File: src/rtl/nat_lookup_sched_if.sv
`default_nettype none
// ============================================================================
//  Module      : nat_lookup_sched_if
//  Description : Request/response and engine-side bundle of the NAT lookup
//                scheduler. "slave" is the scheduler's view; "master" is the
//                view of the parsers, the engine and the response consumers.
//  Revision    : 1.0 - initial release
// ============================================================================
interface nat_lookup_sched_if;
    logic [127:0] tx_req_data;
    logic         tx_req_valid;
    logic         tx_req_ready;
    logic [15:0]  tx_resp_data;
    logic         tx_resp_valid;

    logic [127:0] rx_req_data;
    logic         rx_req_valid;
    logic         rx_req_ready;
    logic [15:0]  rx_resp_data;
    logic         rx_resp_valid;
    logic         rx_resp_miss;

    logic [127:0] eng_tuple_data;
    logic         eng_valid_0;
    logic         eng_valid_1;
    logic [15:0]  eng_conn_data_0;
    logic         eng_conn_valid_0;
    logic [15:0]  eng_conn_data_1;
    logic         eng_conn_valid_1;

    logic         timeout_err;

    modport slave (
        input  tx_req_data, tx_req_valid, rx_req_data, rx_req_valid,
        input  eng_conn_data_0, eng_conn_valid_0, eng_conn_data_1, eng_conn_valid_1,
        output tx_req_ready, tx_resp_data, tx_resp_valid,
        output rx_req_ready, rx_resp_data, rx_resp_valid, rx_resp_miss,
        output eng_tuple_data, eng_valid_0, eng_valid_1, timeout_err
    );

    modport master (
        output tx_req_data, tx_req_valid, rx_req_data, rx_req_valid,
        output eng_conn_data_0, eng_conn_valid_0, eng_conn_data_1, eng_conn_valid_1,
        input  tx_req_ready, tx_resp_data, tx_resp_valid,
        input  rx_req_ready, rx_resp_data, rx_resp_valid, rx_resp_miss,
        input  eng_tuple_data, eng_valid_0, eng_valid_1, timeout_err
    );
endinterface
`default_nettype wire

File: src/rtl/nat_lookup_sched.sv
`default_nettype none
// ============================================================================
//  Module      : nat_lookup_sched
//  Description : Front-end scheduler for the NAT connection hash engine.
//                Buffers TX/RX tuples in per-side FIFOs, arbitrates
//                round-robin, keeps one lookup outstanding, forces a miss on
//                timeout and idles for a guard window after each TX result.
//  Revision    : 1.0 - initial release
// ============================================================================
module nat_lookup_sched #(
    parameter int FIFO_DEPTH   = 4,
    parameter int TIMEOUT      = 255,
    parameter int GUARD_CYCLES = 70
) (
    input  logic               clk,
    input  logic               reset,
    nat_lookup_sched_if.slave  bus
);
    localparam int c_addr_w  = $clog2(FIFO_DEPTH);
    localparam int c_guard_w = $clog2(GUARD_CYCLES + 1);
    localparam int c_cnt_w   = (c_guard_w > 8) ? c_guard_w : 8;

    localparam logic [c_cnt_w-1:0] c_timeout    = c_cnt_w'(TIMEOUT);
    localparam logic [c_cnt_w-1:0] c_guard_last = c_cnt_w'(GUARD_CYCLES - 1);
    localparam logic [c_cnt_w-1:0] c_cnt_max    = '1;

    localparam logic [1:0] c_st_idle  = 2'd0;
    localparam logic [1:0] c_st_issue = 2'd1;
    localparam logic [1:0] c_st_wait  = 2'd2;
    localparam logic [1:0] c_st_guard = 2'd3;

    localparam logic c_side_tx = 1'b0;
    localparam logic c_side_rx = 1'b1;

    logic [1:0]         r_state;
    logic [1:0]         w_state_next;
    logic               r_side;          // side of the lookup in flight
    logic               r_prio;          // side preferred when both FIFOs wait
    logic [c_cnt_w-1:0] r_cnt;           // WAIT timeout / GUARD length counter
    logic [127:0]       r_tuple;
    logic [15:0]        r_tx_resp_data;
    logic               r_tx_resp_valid;
    logic [15:0]        r_rx_resp_data;
    logic               r_rx_resp_valid;
    logic               r_rx_resp_miss;
    logic               r_timeout_err;

    logic [1:0]         w_push;
    logic [1:0]         w_pop;
    logic [1:0]         w_full;
    logic [1:0]         w_empty;
    logic [127:0]       w_req_data [2];
    logic [127:0]       w_head [2];
    logic               w_grant_valid;
    logic               w_grant_side;
    logic               w_both;
    logic               w_hit;
    logic               w_timeout;

    // Ready is forced low while reset is held so nothing is offered to a flushing FIFO.
    assign bus.tx_req_ready = reset & ~w_full[0];
    assign bus.rx_req_ready = reset & ~w_full[1];
    assign w_push           = {bus.rx_req_valid & bus.rx_req_ready,
                               bus.tx_req_valid & bus.tx_req_ready};
    assign w_req_data[0]    = bus.tx_req_data;
    assign w_req_data[1]    = bus.rx_req_data;

    generate
        for (genvar g = 0; g < 2; g++) begin : g_fifo
            logic [127:0]      r_mem [FIFO_DEPTH];
            logic [c_addr_w:0] r_wr_ptr;
            logic [c_addr_w:0] r_rd_ptr;

            // Pointers carry one wrap bit so full and empty are distinguishable.
            always_ff @(posedge clk) begin
                if (!reset) begin
                    r_wr_ptr <= '0;
                    r_rd_ptr <= '0;
                end else begin
                    if (w_push[g]) begin
                        r_mem[r_wr_ptr[c_addr_w-1:0]] <= w_req_data[g];
                        r_wr_ptr <= r_wr_ptr + (c_addr_w+1)'(1);
                    end
                    if (w_pop[g]) begin
                        r_rd_ptr <= r_rd_ptr + (c_addr_w+1)'(1);
                    end
                end
            end

            assign w_empty[g] = (r_wr_ptr == r_rd_ptr);
            assign w_full[g]  = (r_wr_ptr[c_addr_w] != r_rd_ptr[c_addr_w]) &&
                                (r_wr_ptr[c_addr_w-1:0] == r_rd_ptr[c_addr_w-1:0]);
            assign w_head[g]  = r_mem[r_rd_ptr[c_addr_w-1:0]];
        end
    endgenerate

    // Choose the side to serve: the only non-empty one, or the preferred one when both wait.
    always_comb begin
        w_grant_valid = 1'b0;
        w_grant_side  = c_side_tx;
        w_both        = 1'b0;
        if (!w_empty[0] && !w_empty[1]) begin
            w_grant_valid = 1'b1;
            w_grant_side  = r_prio;
            w_both        = 1'b1;
        end else if (!w_empty[0]) begin
            w_grant_valid = 1'b1;
            w_grant_side  = c_side_tx;
        end else if (!w_empty[1]) begin
            w_grant_valid = 1'b1;
            w_grant_side  = c_side_rx;
        end
    end

    assign w_pop     = (r_state == c_st_idle && w_grant_valid) ?
                       ((w_grant_side == c_side_rx) ? 2'b10 : 2'b01) : 2'b00;
    // Only the channel of the lookup in flight can complete it.
    assign w_hit     = (r_side == c_side_tx) ? bus.eng_conn_valid_0 : bus.eng_conn_valid_1;
    assign w_timeout = (r_cnt >= c_timeout);

    // State register.
    always_ff @(posedge clk) begin
        if (!reset) begin
            r_state <= c_st_idle;
        end else begin
            r_state <= w_state_next;
        end
    end

    // Next-state logic: IDLE -> ISSUE -> WAIT -> GUARD (TX hit) or IDLE.
    always_comb begin
        w_state_next = r_state;
        case (r_state)
            c_st_idle:  if (w_grant_valid) w_state_next = c_st_issue;
            c_st_issue: w_state_next = c_st_wait;
            c_st_wait: begin
                if (w_hit) begin
                    w_state_next = (r_side == c_side_tx) ? c_st_guard : c_st_idle;
                end else if (w_timeout) begin
                    w_state_next = c_st_idle;
                end
            end
            c_st_guard: if (r_cnt >= c_guard_last) w_state_next = c_st_idle;
            default:    w_state_next = c_st_idle;
        endcase
    end

    // Issue strobes: one cycle in ISSUE on the granted side's channel.
    always_comb begin
        bus.eng_valid_0 = 1'b0;
        bus.eng_valid_1 = 1'b0;
        if (r_state == c_st_issue) begin
            bus.eng_valid_0 = (r_side == c_side_tx);
            bus.eng_valid_1 = (r_side == c_side_rx);
        end
    end

    // Tuple latch, arbitration bookkeeping, shared counter and registered responses.
    always_ff @(posedge clk) begin
        if (!reset) begin
            r_tuple         <= '0;
            r_side          <= c_side_tx;
            r_prio          <= c_side_tx;
            r_cnt           <= '0;
            r_tx_resp_data  <= '0;
            r_tx_resp_valid <= 1'b0;
            r_rx_resp_data  <= '0;
            r_rx_resp_valid <= 1'b0;
            r_rx_resp_miss  <= 1'b0;
            r_timeout_err   <= 1'b0;
        end else begin
            r_tx_resp_valid <= 1'b0;
            r_rx_resp_valid <= 1'b0;
            r_rx_resp_miss  <= 1'b0;
            case (r_state)
                c_st_idle: begin
                    if (w_grant_valid) begin
                        r_tuple <= w_head[w_grant_side];
                        r_side  <= w_grant_side;
                        // Priority only rotates when there was an actual contest.
                        if (w_both) r_prio <= ~w_grant_side;
                    end
                end
                c_st_issue: r_cnt <= '0;
                c_st_wait: begin
                    if (w_hit) begin
                        r_cnt <= '0;
                        if (r_side == c_side_tx) begin
                            r_tx_resp_valid <= 1'b1;
                            r_tx_resp_data  <= bus.eng_conn_data_0;
                        end else begin
                            r_rx_resp_valid <= 1'b1;
                            r_rx_resp_data  <= bus.eng_conn_data_1;
                        end
                    end else if (w_timeout) begin
                        r_timeout_err <= 1'b1;
                        if (r_side == c_side_tx) begin
                            r_tx_resp_valid <= 1'b1;
                            r_tx_resp_data  <= '0;
                        end else begin
                            r_rx_resp_valid <= 1'b1;
                            r_rx_resp_miss  <= 1'b1;
                            r_rx_resp_data  <= '0;
                        end
                    end else if (r_cnt != c_cnt_max) begin
                        r_cnt <= r_cnt + c_cnt_w'(1);
                    end
                end
                c_st_guard: begin
                    if (r_cnt != c_cnt_max) r_cnt <= r_cnt + c_cnt_w'(1);
                end
                default: ;
            endcase
        end
    end

    assign bus.eng_tuple_data = r_tuple;
    assign bus.tx_resp_data   = r_tx_resp_data;
    assign bus.tx_resp_valid  = r_tx_resp_valid;
    assign bus.rx_resp_data   = r_rx_resp_data;
    assign bus.rx_resp_valid  = r_rx_resp_valid;
    assign bus.rx_resp_miss   = r_rx_resp_miss;
    assign bus.timeout_err    = r_timeout_err;

endmodule
`default_nettype wire
File: src/flat_wrapper.sv
// flat-port wrapper written by rule: the top's interface ports become plain ports
module nat_lookup_sched_flat 
#(
    parameter int FIFO_DEPTH   = 4,
    parameter int TIMEOUT      = 255,
    parameter int GUARD_CYCLES = 70
)
  (clk, reset, bus_tx_req_data, bus_tx_req_valid, bus_rx_req_data, bus_rx_req_valid, bus_eng_conn_data_0, bus_eng_conn_valid_0, bus_eng_conn_data_1, bus_eng_conn_valid_1, bus_tx_req_ready, bus_tx_resp_data, bus_tx_resp_valid, bus_rx_req_ready, bus_rx_resp_data, bus_rx_resp_valid, bus_rx_resp_miss, bus_eng_tuple_data, bus_eng_valid_0, bus_eng_valid_1, bus_timeout_err);
  nat_lookup_sched_if bus_i ();
  input  logic clk;
  input  logic reset;
  input wire logic [$bits(bus_i.tx_req_data)-1:0] bus_tx_req_data;
  input wire logic [$bits(bus_i.tx_req_valid)-1:0] bus_tx_req_valid;
  input wire logic [$bits(bus_i.rx_req_data)-1:0] bus_rx_req_data;
  input wire logic [$bits(bus_i.rx_req_valid)-1:0] bus_rx_req_valid;
  input wire logic [$bits(bus_i.eng_conn_data_0)-1:0] bus_eng_conn_data_0;
  input wire logic [$bits(bus_i.eng_conn_valid_0)-1:0] bus_eng_conn_valid_0;
  input wire logic [$bits(bus_i.eng_conn_data_1)-1:0] bus_eng_conn_data_1;
  input wire logic [$bits(bus_i.eng_conn_valid_1)-1:0] bus_eng_conn_valid_1;
  output wire logic [$bits(bus_i.tx_req_ready)-1:0] bus_tx_req_ready;
  output wire logic [$bits(bus_i.tx_resp_data)-1:0] bus_tx_resp_data;
  output wire logic [$bits(bus_i.tx_resp_valid)-1:0] bus_tx_resp_valid;
  output wire logic [$bits(bus_i.rx_req_ready)-1:0] bus_rx_req_ready;
  output wire logic [$bits(bus_i.rx_resp_data)-1:0] bus_rx_resp_data;
  output wire logic [$bits(bus_i.rx_resp_valid)-1:0] bus_rx_resp_valid;
  output wire logic [$bits(bus_i.rx_resp_miss)-1:0] bus_rx_resp_miss;
  output wire logic [$bits(bus_i.eng_tuple_data)-1:0] bus_eng_tuple_data;
  output wire logic [$bits(bus_i.eng_valid_0)-1:0] bus_eng_valid_0;
  output wire logic [$bits(bus_i.eng_valid_1)-1:0] bus_eng_valid_1;
  output wire logic [$bits(bus_i.timeout_err)-1:0] bus_timeout_err;
  assign bus_i.tx_req_data = bus_tx_req_data;
  assign bus_i.tx_req_valid = bus_tx_req_valid;
  assign bus_i.rx_req_data = bus_rx_req_data;
  assign bus_i.rx_req_valid = bus_rx_req_valid;
  assign bus_i.eng_conn_data_0 = bus_eng_conn_data_0;
  assign bus_i.eng_conn_valid_0 = bus_eng_conn_valid_0;
  assign bus_i.eng_conn_data_1 = bus_eng_conn_data_1;
  assign bus_i.eng_conn_valid_1 = bus_eng_conn_valid_1;
  assign bus_tx_req_ready = bus_i.tx_req_ready;
  assign bus_tx_resp_data = bus_i.tx_resp_data;
  assign bus_tx_resp_valid = bus_i.tx_resp_valid;
  assign bus_rx_req_ready = bus_i.rx_req_ready;
  assign bus_rx_resp_data = bus_i.rx_resp_data;
  assign bus_rx_resp_valid = bus_i.rx_resp_valid;
  assign bus_rx_resp_miss = bus_i.rx_resp_miss;
  assign bus_eng_tuple_data = bus_i.eng_tuple_data;
  assign bus_eng_valid_0 = bus_i.eng_valid_0;
  assign bus_eng_valid_1 = bus_i.eng_valid_1;
  assign bus_timeout_err = bus_i.timeout_err;
  nat_lookup_sched #(.FIFO_DEPTH(FIFO_DEPTH), .TIMEOUT(TIMEOUT), .GUARD_CYCLES(GUARD_CYCLES)) u_core (.clk(clk), .reset(reset), .bus(bus_i));
endmodule
File: config.mk
export PLATFORM = sky130hd
export DESIGN_NAME = nat_lookup_sched_flat
export DESIGN_NICKNAME = d
export VERILOG_FILES = /design/src/rtl/nat_lookup_sched_if.sv /design/src/rtl/nat_lookup_sched.sv /design/src/flat_wrapper.sv
export SDC_FILE = /design/constraint.sdc
export NUM_CORES = 1
export LEC_CHECK = 0
export CORE_MARGIN = 3
export CORE_UTILIZATION = 57
export DETAILED_ROUTE_END_ITERATION = 10
export PLACE_DENSITY = 0.79
export SYNTH_ARGS = -nofsm -noshare
export SYNTH_HDL_FRONTEND = slang
export SYNTH_SLANG_ARGS = --single-unit
File: constraint.sdc
create_clock -name clk -period 6.1 [get_ports clk]
set_clock_uncertainty 0.1 [all_clocks]
set_input_delay 0.61 -clock clk [delete_from_list [all_inputs] [get_ports clk]]
set_output_delay 0.61 -clock clk [all_outputs]
set_load 0.02 [all_outputs]
### Word level (Yosys, flattened, before mapping)

Memory sizes are Yosys's and may differ from the RTL's. A register that Yosys moved wholly into a read port is not among the register bits.
Cells that the tools add are included.

* flip-flop bits (word level): 188
* RAM bits: 1024
* input port bits: 294
* logic and storage cells: 117
* memories kept: 2

Memories
* u_core.g_fifo[0].r_mem: words 4, width 128, rd ports 1, clocked after memory_dff 1, write ports 1, line nat_lookup_sched.sv:70 `logic [127:0] r_mem [FIFO_DEPTH];`
* u_core.g_fifo[1].r_mem: words 4, width 128, rd ports 1, clocked after memory_dff 1, write ports 1, line nat_lookup_sched.sv:70

* add/subtract/negate cells: 5
* order comparisons: 3
* equal/unequal tests: 14
* muxes and demuxes: 48
* bitwise gates (word level): 12
* reduce and logical (&&, ||, !) cells: 18

Operators by type and width (count)
* $mux 128: 3
* $mux 16: 8
* $mux 8: 3
* $pmux 8 s3: 1
* $mux 2: 11
* $mux 1: 21
* $reduce_and 3->1: 5
* $add 3x1->3 const B: 4
* $add 8x1->8 const B: 1
* $ge 8x7->1 const B: 1
* $ge 8x8->1 const B: 1
* $ne 8x8->1 const B: 1
* $pmux 2 s4: 1
* $not 1->1: 7
* $eq 3x3->1: 2
* $reduce_and 2->1: 3
* $and 1x1->1: 4
* $eq 2x2->1: 2
* $eq 2x2->1 const B: 2
* $logic_and 1x1->1: 4
* $ne 2x1->1 const B: 2
* $ne 3x1->1 const B: 1
* $ne 3x2->1 const B: 1
* $reduce_bool 3->1: 1
* 8 further kinds: 10

### Depth between registers and ports, before layout

* depth in word-level cells: 8
* depth in mapped cells: 7
* mapped depth without buffers: 6

### Worst setup path before layout

OpenSTA, ideal clock, no wires.

* path type: input port to flip-flop
* start point: input port reset
* end point: memory u_core.g_fifo[1].r_mem[3][0] (enable)
* setup time: 0.505 ns
* arrival time: 4.326 ns
* required time: 5.495 ns
* slack: 1.170 ns
* stages: 3
* path buffers: 0
* cell sequence: inv_1 a31oi_1 and3_1

* word-level cells in the longest chain between the ends: 5

RTL lines
* start, declared: line flat_wrapper.sv:11 `input logic reset;`
* $and 1x1->1: line nat_lookup_sched.sv:62 `assign bus.rx_req_ready = reset & ~w_full[1];`
* via bus_rx_req_ready: line flat_wrapper.sv:23 `output wire logic [$bits(bus_i.rx_req_ready)-1:0] bus_rx_req_ready;`
* $and 1x1->1: line nat_lookup_sched.sv:63 `assign w_push = {bus.rx_req_valid & bus.rx_req_ready,`
* $mux 1: line nat_lookup_sched.sv:80 `if (w_push[g]) begin`
* $mux 1: line nat_lookup_sched.sv:76 `if (!reset) begin`
* $mux 1 (not written as such): line nat_lookup_sched.sv:81 `r_mem[r_wr_ptr[c_addr_w-1:0]] <= w_req_data[g];`
* end, declared: line nat_lookup_sched.sv:70

The timed path passes the listed nets, and every way through them passes these cells.

### Final worst setup path

* start point: register u_core.r_state[0]
* end point: register u_core.r_tuple[44], in the netlist u_core.bus.eng_tuple_data[44]

* word-level cells in the longest chain between the ends: 2

RTL lines
* start, declared: line nat_lookup_sched.sv:35 `logic [1:0] r_state;`
* start signal, assigned: line nat_lookup_sched.sv:124 `r_state <= c_st_idle;`
* start signal, assigned: line nat_lookup_sched.sv:126 `r_state <= w_state_next;`
* $logic_not 2->1: line nat_lookup_sched.sv:175 `case (r_state)`
* $reduce_and 2->1 (no line)
* end signal, assigned: line nat_lookup_sched.sv:178 `r_tuple <= w_head[w_grant_side];`
* end, declared: line nat_lookup_sched.sv:40 `logic [127:0] r_tuple;`

No other way between the ends.
A chain may end at the register's enable or synchronous reset.

==> metrics.cfg <==
[pwr]
sw_frac_of_total_pct=28.6
p_leak_nw=17.1
pwr_density_cell_mw_per_mm2=399
pwr-share-clk_pct=31.4
p_switching_mw=6.26
irDropWorstVdd_v=0.000466
combPwrFrac_pct=23.2
pwr-share-seq_pct=45.4
p_int_mw=15.6

[worst_setup_path]
timing.rr.start=u_core.r_state[0]
cp.arrival_ns=4.06
required_ns=6.60
rrSetupSlack_ns=2.54
crit_type=reg -> reg
worstPathCellList=nor2_1 > o31a_2 > buf_12 > nand4_1 > o211ai_1
path_delay_family=compound AO/OA/AOI/OAI gates
path_buf_inv=1
path_max_fanout=93
cp-start-kind=register
crit_start=u_core.r_state[0]
critPathSlowestCell=o31a_2
cp-end-kind=register
critPathMaxStageDelay_ns=1.09

[synthesis]
ys_types=51
yosys.area.top_type=edfxtp_1
synth_top_family_by_area=multiplexers
synthesis.nets=2652
ys.flop_type=edfxtp_1
synth.avg_cell_area_sq_um=19.4
ys_seq_elements=1216
synth_edf_count=1024
muxShareOfSynthArea_pct=12.8
syn_inst=2345
async_flop_share_pct=0
synthAdderAreaFrac_pct=0.357
synth_compound_area_share_pct=3.68
synth_xor_xnor_area_share_pct=0.319
ys_seq_area_share_pct=76.0
synth_top_area_share_pct=67.6
synth.area.top_cells=edfxtp_1, mux4_2, dfxtp_1
synth_simple_gate_area_share_pct=3.91
synthesis.area_sq_mm=0.0455
ys_warn_count=0

[global_routing]
grt.overflow.total=0
met3_usage_pct=6.25
first_global_vias=25900
met2_usage_pct=45.5
grt_pass1_wl_mm=165
grt_max_degree=120
antenna_found_initial=40
busiest_layer=met2
grt.total_usage_pct=27.0
grt_use_met1_pct=34.3

[placed_design]
post-place-ws_ns=2.45
place_congestion=0.830
io_buffers=461
place.detailed.hpwl_mm=65.9

[sta]
max_freq_mhz=281
finalCritPeriodShare_pct=58.3
finalSetupViolCount=0
hold_viol=0
layout_min_cycle_time_ns=3.56
rsz0062_at_grt=no
slew_viol_final=0
worst_pin_slew_ns=1.29
relSlewSlack_pct=14.1
setup_slack_ns=2.54
setup_tns_ns=0

[routing]
drt_iter0_markers=2509
num_vias=24800
drt-pass1-iter-count=5
ant_nets=0
routed_wl_mm=112
drcViolationCount=0
via_per_inst=6.24
post_drt_wl_per_cell_microns=28.1

[cts]
cts_inserted_buffers=116
clock_latency_ns=0.68
hold_buffers=0
cts_tree=done
postCtsSetupBuffers=0
htreeDepth=3
ctsResizeCount=0
root_buffer=clkbuf_16
cts.clk_slew.worst_paths_ns=0.06
cts.sinks=1216
clockBufferDepth=3

[die]
core_sq_mm=0.0782
io_pins=462
placementRows=102
die_w_microns=289
start_util_pct=58.2
chipHeight_microns=289
die_area_sq_mm=0.0833

[outcome]
outcome=finished clean

[min_path]
hp-class=in -> reg
hp-start=reset

[layout]
fin_nets=3107
drive_gt1_share_pct=16.5
syn_to_final_growth_pct=20.5

[flow_run]
maxCapViolations=0

## sequential cells by signal (all words and copies together), names as in the netlist, named ones only
signal / flops
u_core.r_cnt: 8
u_core.bus.rx_resp_data: 16
u_core.bus.tx_resp_data: 16
u_core.g_fifo.r_wr_ptr: 6
u_core.r_prio: 1
u_core.g_fifo.r_mem: 1024
u_core.bus.tx_resp_valid: 1
u_core.bus.rx_resp_miss: 1
u_core.bus.eng_tuple_data: 128
u_core.g_fifo.r_rd_ptr: 6
u_core.r_state: 2
u_core.bus.rx_resp_valid: 1
u_core.r_side: 1
u_core.bus.timeout_err: 1
## cell type report
type                            instances  area [sq um]
Inverter                              146           548
Antenna cell                           30          75.1
Sequential cell                      1216         34600
Fill cell                            4627         23400
Clock inverter                         69           517
Tap cell                             1040          1300
Multi-Input combinational cell        829          9660
Clock buffer                          150          3160
Timing Repair Buffer                  491          4970
## synth_stat cells (all sizes together), types with 5 or more instances
cell       n
a21oi     12
a22o      32
and3       9
buf      101
clkbuf    53
dfxtp    192
edfxtp  1024
ha        13
inv      146
mux2i      6
mux4     256
nand2     10
nand2b     5
nand3    138
nand4    131
nor2      14
nor3       5
o211ai   132
o21ai      7
xnor2      8
xor2       6
## power groups by stage
| stage | Sequential [mW] | Clock (mW) | Combinational [mW] |
|---|---|---|---|
| global route | 10.0 | 7.30 | 5.40 |
| finish | 9.95 | 6.89 | 5.07 |
| detailed placement | 10.1 | 0 | 5.08 |
| CTS | 9.95 | 6.96 | 5.12 |
| global placement | 10.1 | 0 | 4.98 |
| floorplan | 10.1 | 0 | 3.35 |
## cells by family after synthesis
family	Yosys count
flops	1216
simple gates	322
mux	262
fa+ha+maj	13
compound gates	218
xor+xnor	14
buf+inv	300
## worst paths after layout
kind         cells past startpoint                            end
max                              5  u_core.bus.eng_tuple_data[44]
min                              2         u_core.bus.timeout_err
max reg2reg                      5  u_core.bus.eng_tuple_data[44]
min reg2reg                      1         u_core.bus.timeout_err
## worst reg2reg max path, stage by stage (launching register included)
cell      delay [ns]
dfxtp_1         0.44
nor2_1          0.81
o31a_2          1.09
buf_12          0.54
nand4_1         0.32
o211ai_1        0.19
## placed cells by master, fill, tap and decap left out, types with 5 or more instances in the layout
| master | count |
|---|---|
| edfxtp_1 | 1024 |
| clkdlybuf4s50_1 | 460 |
| mux4_2 | 256 |
| dfxtp_1 | 188 |
| inv_1 | 146 |
| nand3_1 | 138 |
| o211ai_1 | 132 |
| nand4_1 | 131 |
| clkbuf_16 | 119 |
| a22o_1 | 32 |
| diode_2 | 30 |
| clkinv_1 | 26 |
| clkinv_2 | 25 |
| clkbuf_1 | 24 |
| buf_4 | 20 |
| nor2_1 | 14 |
| ha_1 | 13 |
| a21oi_1 | 12 |
| nand2_1 | 10 |
| buf_12 | 10 |
| xnor2_1 | 8 |
| and3_4 | 8 |
| o21ai_0 | 7 |
| clkbuf_8 | 7 |
| mux2i_1 | 6 |
| bufinv_16 | 6 |
| nor3_1 | 5 |
| nand2b_1 | 5 |
| clkinvlp_4 | 5 |
## routing by layer
metal / wire, microns / part of all wire (%)
met2: 57500 / 51
met4: 3510 / 3.1
met1: 41000 / 37
met5: 122 / 0.11
met3: 9590 / 8.6
## through the flow
step	total power [mW]	hold slack (ns)	utilization, %	cell area (sq um)	instances
2_1_floorplan	13.5	0.365	-	45500	2345
3_3_place_gp	15.1	0.353	65.3	51100	3722
3_5_place_dp	15.2	0.360	65.3	51100	3722
4_1_cts	22.0	0.176	70.0	54800	3941
5_1_grt	22.7	0.210	70.1	54800	3962
6_report	21.9	0.215	70.1	54800	3971
Power figures use the tool's default switching activity.
==> RTL edit, RTL diff (same settings) <==
`GUARD_CYCLES` is set to 70 in 2 places; all go to 140.
--- a/src/rtl/nat_lookup_sched.sv
+++ b/src/rtl/nat_lookup_sched.sv
@@ -10,7 +10,7 @@
 module nat_lookup_sched #(
     parameter int FIFO_DEPTH   = 4,
     parameter int TIMEOUT      = 255,
-    parameter int GUARD_CYCLES = 70
+    parameter int GUARD_CYCLES = 140
 ) (
     input  logic               clk,
     input  logic               reset,
--- a/src/flat_wrapper.sv
+++ b/src/flat_wrapper.sv
@@ -3,7 +3,7 @@
 #(
     parameter int FIFO_DEPTH   = 4,
     parameter int TIMEOUT      = 255,
-    parameter int GUARD_CYCLES = 70
+    parameter int GUARD_CYCLES = 140
 )
   (clk, reset, bus_tx_req_data, bus_tx_req_valid, bus_rx_req_data, bus_rx_req_valid, bus_eng_conn_data_0, bus_eng_conn_valid_0, bus_eng_conn_data_1, bus_eng_conn_valid_1, bus_tx_req_ready, bus_tx_resp_data, bus_tx_resp_valid, bus_rx_req_ready, bus_rx_resp_data, bus_rx_resp_valid, bus_rx_resp_miss, bus_eng_tuple_data, bus_eng_valid_0, bus_eng_valid_1, bus_timeout_err);
   nat_lookup_sched_if bus_i ();
Check against the original RTL: not settled (the Yosys comparison gave no result); the edit may change what the design does.
==> RTL edit against the unedited design <==
Sequential cell count did not move; critical path type is now input port to output port; worst hold slack gained 0.12 ns; wire length fell by 5.7%; maximum frequency is 3.8% lower; worst setup slack got worse by 0.14 ns; synthesized area shrank 2.7%; critical path depth decreased by 1; total power rose by 4.5%; final area shrank 1.3%.
==> RTL edit: results (changes against the unedited design) <==
| Metric | Value |
|---|---|
| Placed cell area | `50000 um^2 (-2.0%)` |
| Critical path's largest stage delay | `1.01 ns (-0.08 ns)` |
| Post-DP HPWL | `61900 um (-6.1%)` |
| Mapped Nets | `2474 (-6.7%)` |
| Area contributors post-synth | `edfxtp_1, mux4_2, dfxtp_1, nand2_1, a22oi_1` |
| Pre-CTS setup slack | `2.13 ns (-0.317 ns)` |
| Vias/cell | `6.06 (-2.9%)` |
| Initial antenna violation count | `43 (+7.5%)` |
| Syn_area_per_cell | `20.4 um^2 (+5.2%)` |
| Initial DRC Count | `2165 (-14%)` |
| Worst EP arrival | `2.99 ns (-1.07 ns)` |
| Tot GR Track Use | `26.2% (-0.82 points)` |
| # fillers | `4500 (-2.7%)` |
| Post-route insts no fill | `3827 (-3.6%)` |
| M3 GR Usage | `6.27% (+0.020 points)` |
| Slowest cell on the critical path | `clkdlybuf4s50_1` |
| Total wire length | `105000 um (-5.7%)` |
| Hold depth | `2 (unchanged)` |
| Register area share after synthesis | `78.1% (+2.1 points)` |
| Fraction of layout cells with a size suffix above 1 | `17.7% (+1.1 points)` |
| M2 GR Usage | `43.9% (-1.6 points)` |
| Hold Crit Class | `flop to flop` |
| Status | `finished, final reports clean` |
| # placed instances | `3581 (-3.8%)` |
| Distinct cells, synth | `52 (+2.0%)` |
| Vias in the first global route | `24630 (-4.9%)` |
| Routability-driven placement congestion ratio | `0.911 (+9.7%)` |
| Crit path max-delay family | `buffers and inverters` |
| CTS resizes | `0 (unchanged)` |
| Synth top cells by count | `edfxtp_1, nand2_1, mux4_2, dfxtp_1, a22oi_1` |
| Detailed-router iteration count before antenna repair | `6 (+1)` |
| Relative slew slack | `17.1% (+3.0 points)` |
| First-pass GRT wire length | `158000 um (-4.4%)` |
| Largest net degree at the start of global routing | `87 (-28%)` |
| Crit-path max FO | `19 (-80%)` |
| M1 GR Usage | `33.6% (-0.74 points)` |
| Max reg flops | `1024 (unchanged)` |
| P_leak | `17.7 nW (+3.7%)` |
| Depth of the worst register-to-register path | `6 (+1)` |
| Peak supply drop | `0.284 mV (-39%)` |
| Nets@finish | `2974 (-4.3%)` |
## RTL edit: kinds of logic after synthesis
group | count (synthesis) | synth area share, %
DFF | 1216 | 78.1
AOI/OAI and AO/OA | 203 | 3.51
adders and majority gates | 11 | 0.311
and+or+nand+nor | 347 | 3.17
buffers and inverters | 119 | 1.47
muxes | 261 | 13.1
xor gates and xnor gates | 12 | 0.254
## RTL edit: cell type report
class | instances | area [um^2] | area share (%)
Timing Repair Buffer | 492 | 5020 | 9.28
Sequential cell | 1216 | 34600 | 63.9
Clock inverter | 59 | 737 | 1.36
Antenna cell | 26 | 65.1 | 0.120
Inverter | 9 | 33.8 | 0.0624
Clock buffer | 161 | 3280 | 6.07
Tap cell | 1030 | 1290 | 2.38
Multi-Input combinational cell | 834 | 9090 | 16.8
## RTL edit: worst min-delay path, delay by kind of cell, from the launching register on
family | cells | cell delay, ns
DFF | 1 | 0.31
and+or+nand+nor | 2 | 0.09
## RTL edit: per-layer routing
metal / vias up / share of wire (%)
met5: - / 0.17
met4: 28 / 3.4
met3: 242 / 8.2
met2: 1143 / 51
met1: 11939 / 37
li1: 9841 / -
## RTL edit: path summary, 6_finish.rpt
check                                                                start                                         end  slack, ns
worst min-delay path            u_core.bus.eng_tuple_data[49]$_SDFFE_PN0P_  u_core.bus.eng_tuple_data[49]$_SDFFE_PN0P_       0.34
worst max register to register   u_core.g_fifo[0].r_wr_ptr[2]$_SDFFE_PN0P_  u_core.bus.eng_tuple_data[24]$_SDFFE_PN0P_       3.14
worst max-delay path                                                 reset                            bus_rx_req_ready       2.40
worst min register to register  u_core.bus.eng_tuple_data[49]$_SDFFE_PN0P_  u_core.bus.eng_tuple_data[49]$_SDFFE_PN0P_       0.34
## RTL edit: where the power goes
part / internal [mW] / total [mW] / switching, mW
clock: 4.44 / 7.42 / 2.98
combinational: 2.44 / 5.18 / 2.74
sequential: 9.71 / 10.3 / 0.590
